[config.mk]
export PLATFORM = sky130hd
export DESIGN_NAME = rx_destuff_flat
export DESIGN_NICKNAME = d
export VERILOG_FILES = /design/src/rtl/rx_destuff_if.sv /design/src/rtl/rx_destuff.sv /design/src/flat_wrapper.sv
export SDC_FILE = /design/constraint.sdc
export NUM_CORES = 1
export LEC_CHECK = 0
export CORE_MARGIN = 4
export CORE_UTILIZATION = 53
export CTS_CLUSTER_DIAMETER = 100
export DETAILED_ROUTE_END_ITERATION = 8
export PLACE_DENSITY = 0.82
export SETUP_SLACK_MARGIN = 0.05
export SLEW_MARGIN = 20
export SYNTH_ARGS = -nofsm -noshare
export SYNTH_HDL_FRONTEND = slang
export SYNTH_SLANG_ARGS = --single-unit
[constraint.sdc]
create_clock -name clock -period 2.4 [get_ports clock]
set_input_delay 0.48 -clock clock [delete_from_list [all_inputs] [get_ports clock]]
set_output_delay 0.48 -clock clock [all_outputs]
set_load 0.02 [all_outputs]
[src/rtl/rx_destuff_if.sv]
// Bit-level handshake between the bus sampler and the receive destuffer.
// The sampler side (master) drives bits and control; the destuffer (slave) returns data and status.
interface rx_destuff_if #(
   parameter int SCNT_W = 8
);
   logic              bitin;
   logic              sample;
   logic              en;
   logic              clr;
   logic              bitout;
   logic              bitvalid;
   logic              stuffbit;
   logic              stufferr;
   logic [SCNT_W-1:0] stuffcnt;

   modport master (
      output bitin, sample, en, clr,
      input  bitout, bitvalid, stuffbit, stufferr, stuffcnt
   );

   modport slave (
      input  bitin, sample, en, clr,
      output bitout, bitvalid, stuffbit, stufferr, stuffcnt
   );
endinterface

[src/rtl/rx_destuff.sv]
// Receive bit destuffer: removes the complementary bit inserted after STUFF_LEN equal bits,
// flags a run of STUFF_LEN+1 equal bits as a sticky stuff error and counts removed stuff bits.
module rx_destuff #(
   parameter int STUFF_LEN = 5,
   parameter int SCNT_W    = 8
) (
   input logic          clock,
   input logic          reset,
   rx_destuff_if.slave  bus
);
   localparam int              RUN_W    = $clog2(STUFF_LEN + 1);
   localparam logic [RUN_W-1:0] RUN_ONE  = RUN_W'(1);
   localparam logic [RUN_W-1:0] RUN_FULL = RUN_W'(STUFF_LEN);

   localparam logic [1:0] IDLE   = 2'd0;
   localparam logic [1:0] COUNT  = 2'd1;
   localparam logic [1:0] EXPECT = 2'd2;
   localparam logic [1:0] ERROR  = 2'd3;

   logic [1:0]        state_q,    state_d;
   logic [RUN_W-1:0]  run_q,      run_d;
   logic              runbit_q,   runbit_d;
   logic              bitout_q,   bitout_d;
   logic              bitvalid_q, bitvalid_d;
   logic              stuffbit_q, stuffbit_d;
   logic              stufferr_q, stufferr_d;
   logic [SCNT_W-1:0] stuffcnt_q, stuffcnt_d;

   // NOTE: combinational logic uses blocking '=' and every output gets a default first, so no latch is inferred.
   always_comb begin
      state_d    = state_q;
      run_d      = run_q;
      runbit_d   = runbit_q;
      bitout_d   = bitout_q;
      bitvalid_d = 1'b0;
      stuffbit_d = 1'b0;
      stufferr_d = stufferr_q;
      stuffcnt_d = stuffcnt_q;

      if (bus.clr) begin
         // A coincident sample is dropped on purpose.
         state_d    = IDLE;
         run_d      = '0;
         stufferr_d = 1'b0;
         stuffcnt_d = '0;
      end else if (state_q == ERROR) begin
         state_d = ERROR;
      end else if (!bus.en) begin
         state_d = IDLE;
         run_d   = '0;
         if (bus.sample) begin
            bitvalid_d = 1'b1;
            bitout_d   = bus.bitin;
         end
      end else if (bus.sample) begin
         case (state_q)
            IDLE, COUNT: begin
               bitvalid_d = 1'b1;
               bitout_d   = bus.bitin;
               if (state_q == COUNT && bus.bitin == runbit_q) begin
                  run_d = run_q + RUN_ONE;
               end else begin
                  runbit_d = bus.bitin;
                  run_d    = RUN_ONE;
               end
               state_d = (run_d == RUN_FULL) ? EXPECT : COUNT;
            end
            EXPECT: begin
               if (bus.bitin != runbit_q) begin
                  // The stuff bit itself opens the next run.
                  stuffbit_d = 1'b1;
                  if (stuffcnt_q != '1)
                     stuffcnt_d = stuffcnt_q + SCNT_W'(1);
                  runbit_d = bus.bitin;
                  run_d    = RUN_ONE;
                  state_d  = (RUN_ONE == RUN_FULL) ? EXPECT : COUNT;
               end else begin
                  stufferr_d = 1'b1;
                  state_d    = ERROR;
               end
            end
            default: state_d = state_q;
         endcase
      end
   end

   // NOTE: state registers use non-blocking '<=' so every flop samples pre-edge values.
   always_ff @(posedge clock or negedge reset) begin
      if (!reset) begin
         state_q    <= IDLE;
         run_q      <= '0;
         runbit_q   <= 1'b1;
         bitout_q   <= 1'b1;
         bitvalid_q <= 1'b0;
         stuffbit_q <= 1'b0;
         stufferr_q <= 1'b0;
         stuffcnt_q <= '0;
      end else begin
         state_q    <= state_d;
         run_q      <= run_d;
         runbit_q   <= runbit_d;
         bitout_q   <= bitout_d;
         bitvalid_q <= bitvalid_d;
         stuffbit_q <= stuffbit_d;
         stufferr_q <= stufferr_d;
         stuffcnt_q <= stuffcnt_d;
      end
   end

   assign bus.bitout   = bitout_q;
   assign bus.bitvalid = bitvalid_q;
   assign bus.stuffbit = stuffbit_q;
   assign bus.stufferr = stufferr_q;
   assign bus.stuffcnt = stuffcnt_q;
endmodule

[src/flat_wrapper.sv]
// flat-port wrapper written by rule: the top's interface ports become plain ports
module rx_destuff_flat 
#(
   parameter int STUFF_LEN = 5,
   parameter int SCNT_W    = 8
)
  (clock, reset, bus_bitin, bus_sample, bus_en, bus_clr, bus_bitout, bus_bitvalid, bus_stuffbit, bus_stufferr, bus_stuffcnt);
  rx_destuff_if #(.SCNT_W(SCNT_W)) bus_i ();
  input logic clock;
  input logic reset;
  input wire logic [$bits(bus_i.bitin)-1:0] bus_bitin;
  input wire logic [$bits(bus_i.sample)-1:0] bus_sample;
  input wire logic [$bits(bus_i.en)-1:0] bus_en;
  input wire logic [$bits(bus_i.clr)-1:0] bus_clr;
  output wire logic [$bits(bus_i.bitout)-1:0] bus_bitout;
  output wire logic [$bits(bus_i.bitvalid)-1:0] bus_bitvalid;
  output wire logic [$bits(bus_i.stuffbit)-1:0] bus_stuffbit;
  output wire logic [$bits(bus_i.stufferr)-1:0] bus_stufferr;
  output wire logic [$bits(bus_i.stuffcnt)-1:0] bus_stuffcnt;
  assign bus_i.bitin = bus_bitin;
  assign bus_i.sample = bus_sample;
  assign bus_i.en = bus_en;
  assign bus_i.clr = bus_clr;
  assign bus_bitout = bus_i.bitout;
  assign bus_bitvalid = bus_i.bitvalid;
  assign bus_stuffbit = bus_i.stuffbit;
  assign bus_stufferr = bus_i.stufferr;
  assign bus_stuffcnt = bus_i.stuffcnt;
  rx_destuff #(.STUFF_LEN(STUFF_LEN), .SCNT_W(SCNT_W)) u_core (.clock(clock), .reset(reset), .bus(bus_i));
endmodule
==> impl_metrics.yaml <==
run_status:
  status: "finished, final reports clean"
die:
  rows: 14
  core_um2: 1594
  io_pins: 18
  die-height_um: 50.05
  start_util: 0.5879
  die_area_um2: 2505
  die_w_um: 50.05
hold_path:
  hp-class: "input port to async pin"
logic_synthesis:
  yosysTopAreaCell: "dfrtp_1"
  ys_ff_latch: 18
  synth_top_area_frac: 0.4272
  synth_cell_type_count: 36
  synthArstFlopShare: 1.000
  syn-num-nets: 97
  yosys_warnings: 0
  synth_edf_count: 0
  seq_area_frac_synth: 0.4833
  yosysMostFrequentCell: "dfrtp_1"
  ys_top_cells_by_area: "dfrtp_1 (43%), dfstp_2 (5.6%), xnor2_1 (3.7%), mux2_2 (3.6%), nor2_1 (2.8%)"
  syn_area_per_cell_um2: 10.53
  postSynth.topFlopCell: "dfrtp_1"
  netlist_area_um2: 937.1
  synthTopCellsByCount: "dfrtp_1 (16), nor2_1 (7), inv_1 (6)"
  syn_inst: 89
final_layout:
  layout-drive-gt1-share: 0.1579
  diodes: 0
  stdcell_area_um2: 1207
  fin_cells: 138
  areaGrowthSynthToFinish_pct: 28.84
  num-fill-cells: 113
  nNetsFinal: 123
route:
  firstDrtPassIters: 4
  drt-vias-per-instance: 5.790
  ant_nets: 0
  drt_wl_total_mm: 2.065
  drt_drc_violations_left: 0
  detail_route.wl_per_cell_um: 14.96
  drtIter0Drc: 17
  vias: 799
critical_path:
  cp_slowest_stage_delay_ns: 0.59
  r2r_cells: 4
  critPathKind: "input port to register"
  cp_max_fo: 6
  critical_path.slowest_cell: "clkdlybuf4s50_1"
  crit_chain: "clkdlybuf4s50_1 -> xor2_2 -> o2111ai_2 -> or4_1 -> a21oi_1"
  end_kind: "register"
  arrival_ns: 2.23
  critPathRequiredTime_ns: 2.65
  cp.depth: 5
  worst-path-buf-inv: 1
  worst_path_dominant_cell_family: "buffers and inverters"
  start_kind: "input port"
  ff2ff_setup_slack_ns: 0.60
place:
  placed_area_um2: 1171
  place_hpwl_mm: 1.481
  port_buffers: 17
  numPlacedInstances: 134
  gp_congestion: 0.8178
clock_tree:
  clock_latency_ns: 0.32
  cts_inserted_buffers: 3
  ctsResizeCount: 0
  cts_hold_buf: 0
  cts_setup_buffers: 0
  cts_tree: "built"
  root_buffer: "clkbuf_4"
  clkTransAtPathRegs_ns: 0.12
  clock-sinks: 18
  ctsLongestPathBuffers: 2
  cts_max_level: 1
run:
  maxCapViolCount: 0
timing:
  max_slew_margin: 0.6154
  finalMaxSlewViolations: 0
  finalClockSkew_ns: 0.01654
  rsz0062_at_grt: "false"
  max_freq_mhz: 503.5
  finalSetupViolations: 0
  min_period_ns: 1.986
  setup-tns-final_ns: 0
  final-hold-violation-count: 0
  finalCritPeriodShare: 0.8276
  worst_slew_pin_slew_ns: 0.5624
grt:
  grt_pass1_wl_mm: 3.408
  antenna_found_initial: 0
  grt_pass1_vias: 762
  grt_util_all_layers: 0.1850
  grt-ovfl-total: 0
  grt_max_degree: 19
power:
  fin_total_pwr_uw: 598.1
  ir_worst_vdd_mv: 0.3660
  power.leakage_uw: 0.0005021
  cellPowerDensity_nw_per_um2: 495.4
logic make-up after synthesis:
group,after synthesis,share of synthesized area
and+or+nand+nor,29,0.1749
AOI/OAI and AO/OA,22,0.1669
DFF,18,0.4833
xor gates and xnor gates,7,0.07344
buffers and inverters,7,0.02803
muxes,4,0.04673
adders and majority gates,2,0.02670
worst paths after layout:
kind	start	endpoint
hold / removal	reset	u_core.state_q[0]$_DFFE_PN0P_
max in group asynchronous	reset	u_core.bus.bitout$_DFFE_PN1P_
hold reg to reg	u_core.run_q[1]$_DFFE_PN0P_	u_core.run_q[1]$_DFFE_PN0P_
setup reg to reg	u_core.runbit_q$_DFFE_PN1P_	u_core.bus.stuffcnt[5]$_DFFE_PN0P_
setup / recovery	bus_bitin	u_core.bus.stuffcnt[5]$_DFFE_PN0P_
min in group clock	u_core.run_q[1]$_DFFE_PN0P_	u_core.run_q[1]$_DFFE_PN0P_
layer usage:
metal  share of wire  global-route usage  wire [um]  vias up
met5               0                   0          0        -
met4           0.024              0.1198         49        0
met3           0.058             0.04217        119        5
met2            0.48              0.2761        996       32
met1            0.44              0.2375        899      384
li1                -                   -          -      378
registers in the layout, indices dropped and copies added, names as in the netlist:
register	cells
u_core.bus.stuffcnt	8
u_core.run_q	3
u_core.state_q	2
u_core.bus.bitout	1
u_core.bus.bitvalid	1
u_core.bus.stuffbit	1
u_core.bus.stufferr	1
u_core.runbit_q	1
stage by stage:
step | util | hold WS [ns] | worst slack, ns
3_5_place_dp | 0.7347 | 0.4780 | 0.1113
2_1_floorplan | - | 0.1844 | 0.7422
5_1_grt | 0.7575 | 0.4957 | 0.3124
4_1_cts | 0.7575 | 0.4865 | 0.4375
3_3_place_gp | 0.7347 | 0.4667 | 0.1882
6_report | 0.7575 | 0.4725 | 0.4138
cell usage in the layout, fill, tap and decap left out, types with 4 or more instances in the layout:
cell             synthesis  layout
a21oi_1                  5       5
nand2_1                  5       5
xnor2_1                  4       4
dfrtp_1                 16      16
inv_1                    6       6
clkdlybuf4s50_1          0      17
nor2_1                   7       7
buf_4                    0       5
cell type report:
cell class              instances  area, um^2  share of cell area
multi-input cells              64       457.9              0.3793
flip-flops and latches         18       452.9              0.3751
repair buffers                 22       207.7              0.1720
clock buffers                   4       36.28             0.03005
well taps                      24       30.03             0.02487
inverters                       6       22.52             0.01865
power breakdown:
group | switching, uW | leakage (uW) | internal [uW] | total (uW)
Sequential | 8.84 | 0.000242 | 316 | 325
Clock | 104 | 0.0000210 | 92.8 | 196
Combinational | 41.7 | 0.000239 | 35.2 | 76.9
(Power assumes the default switching activity.)
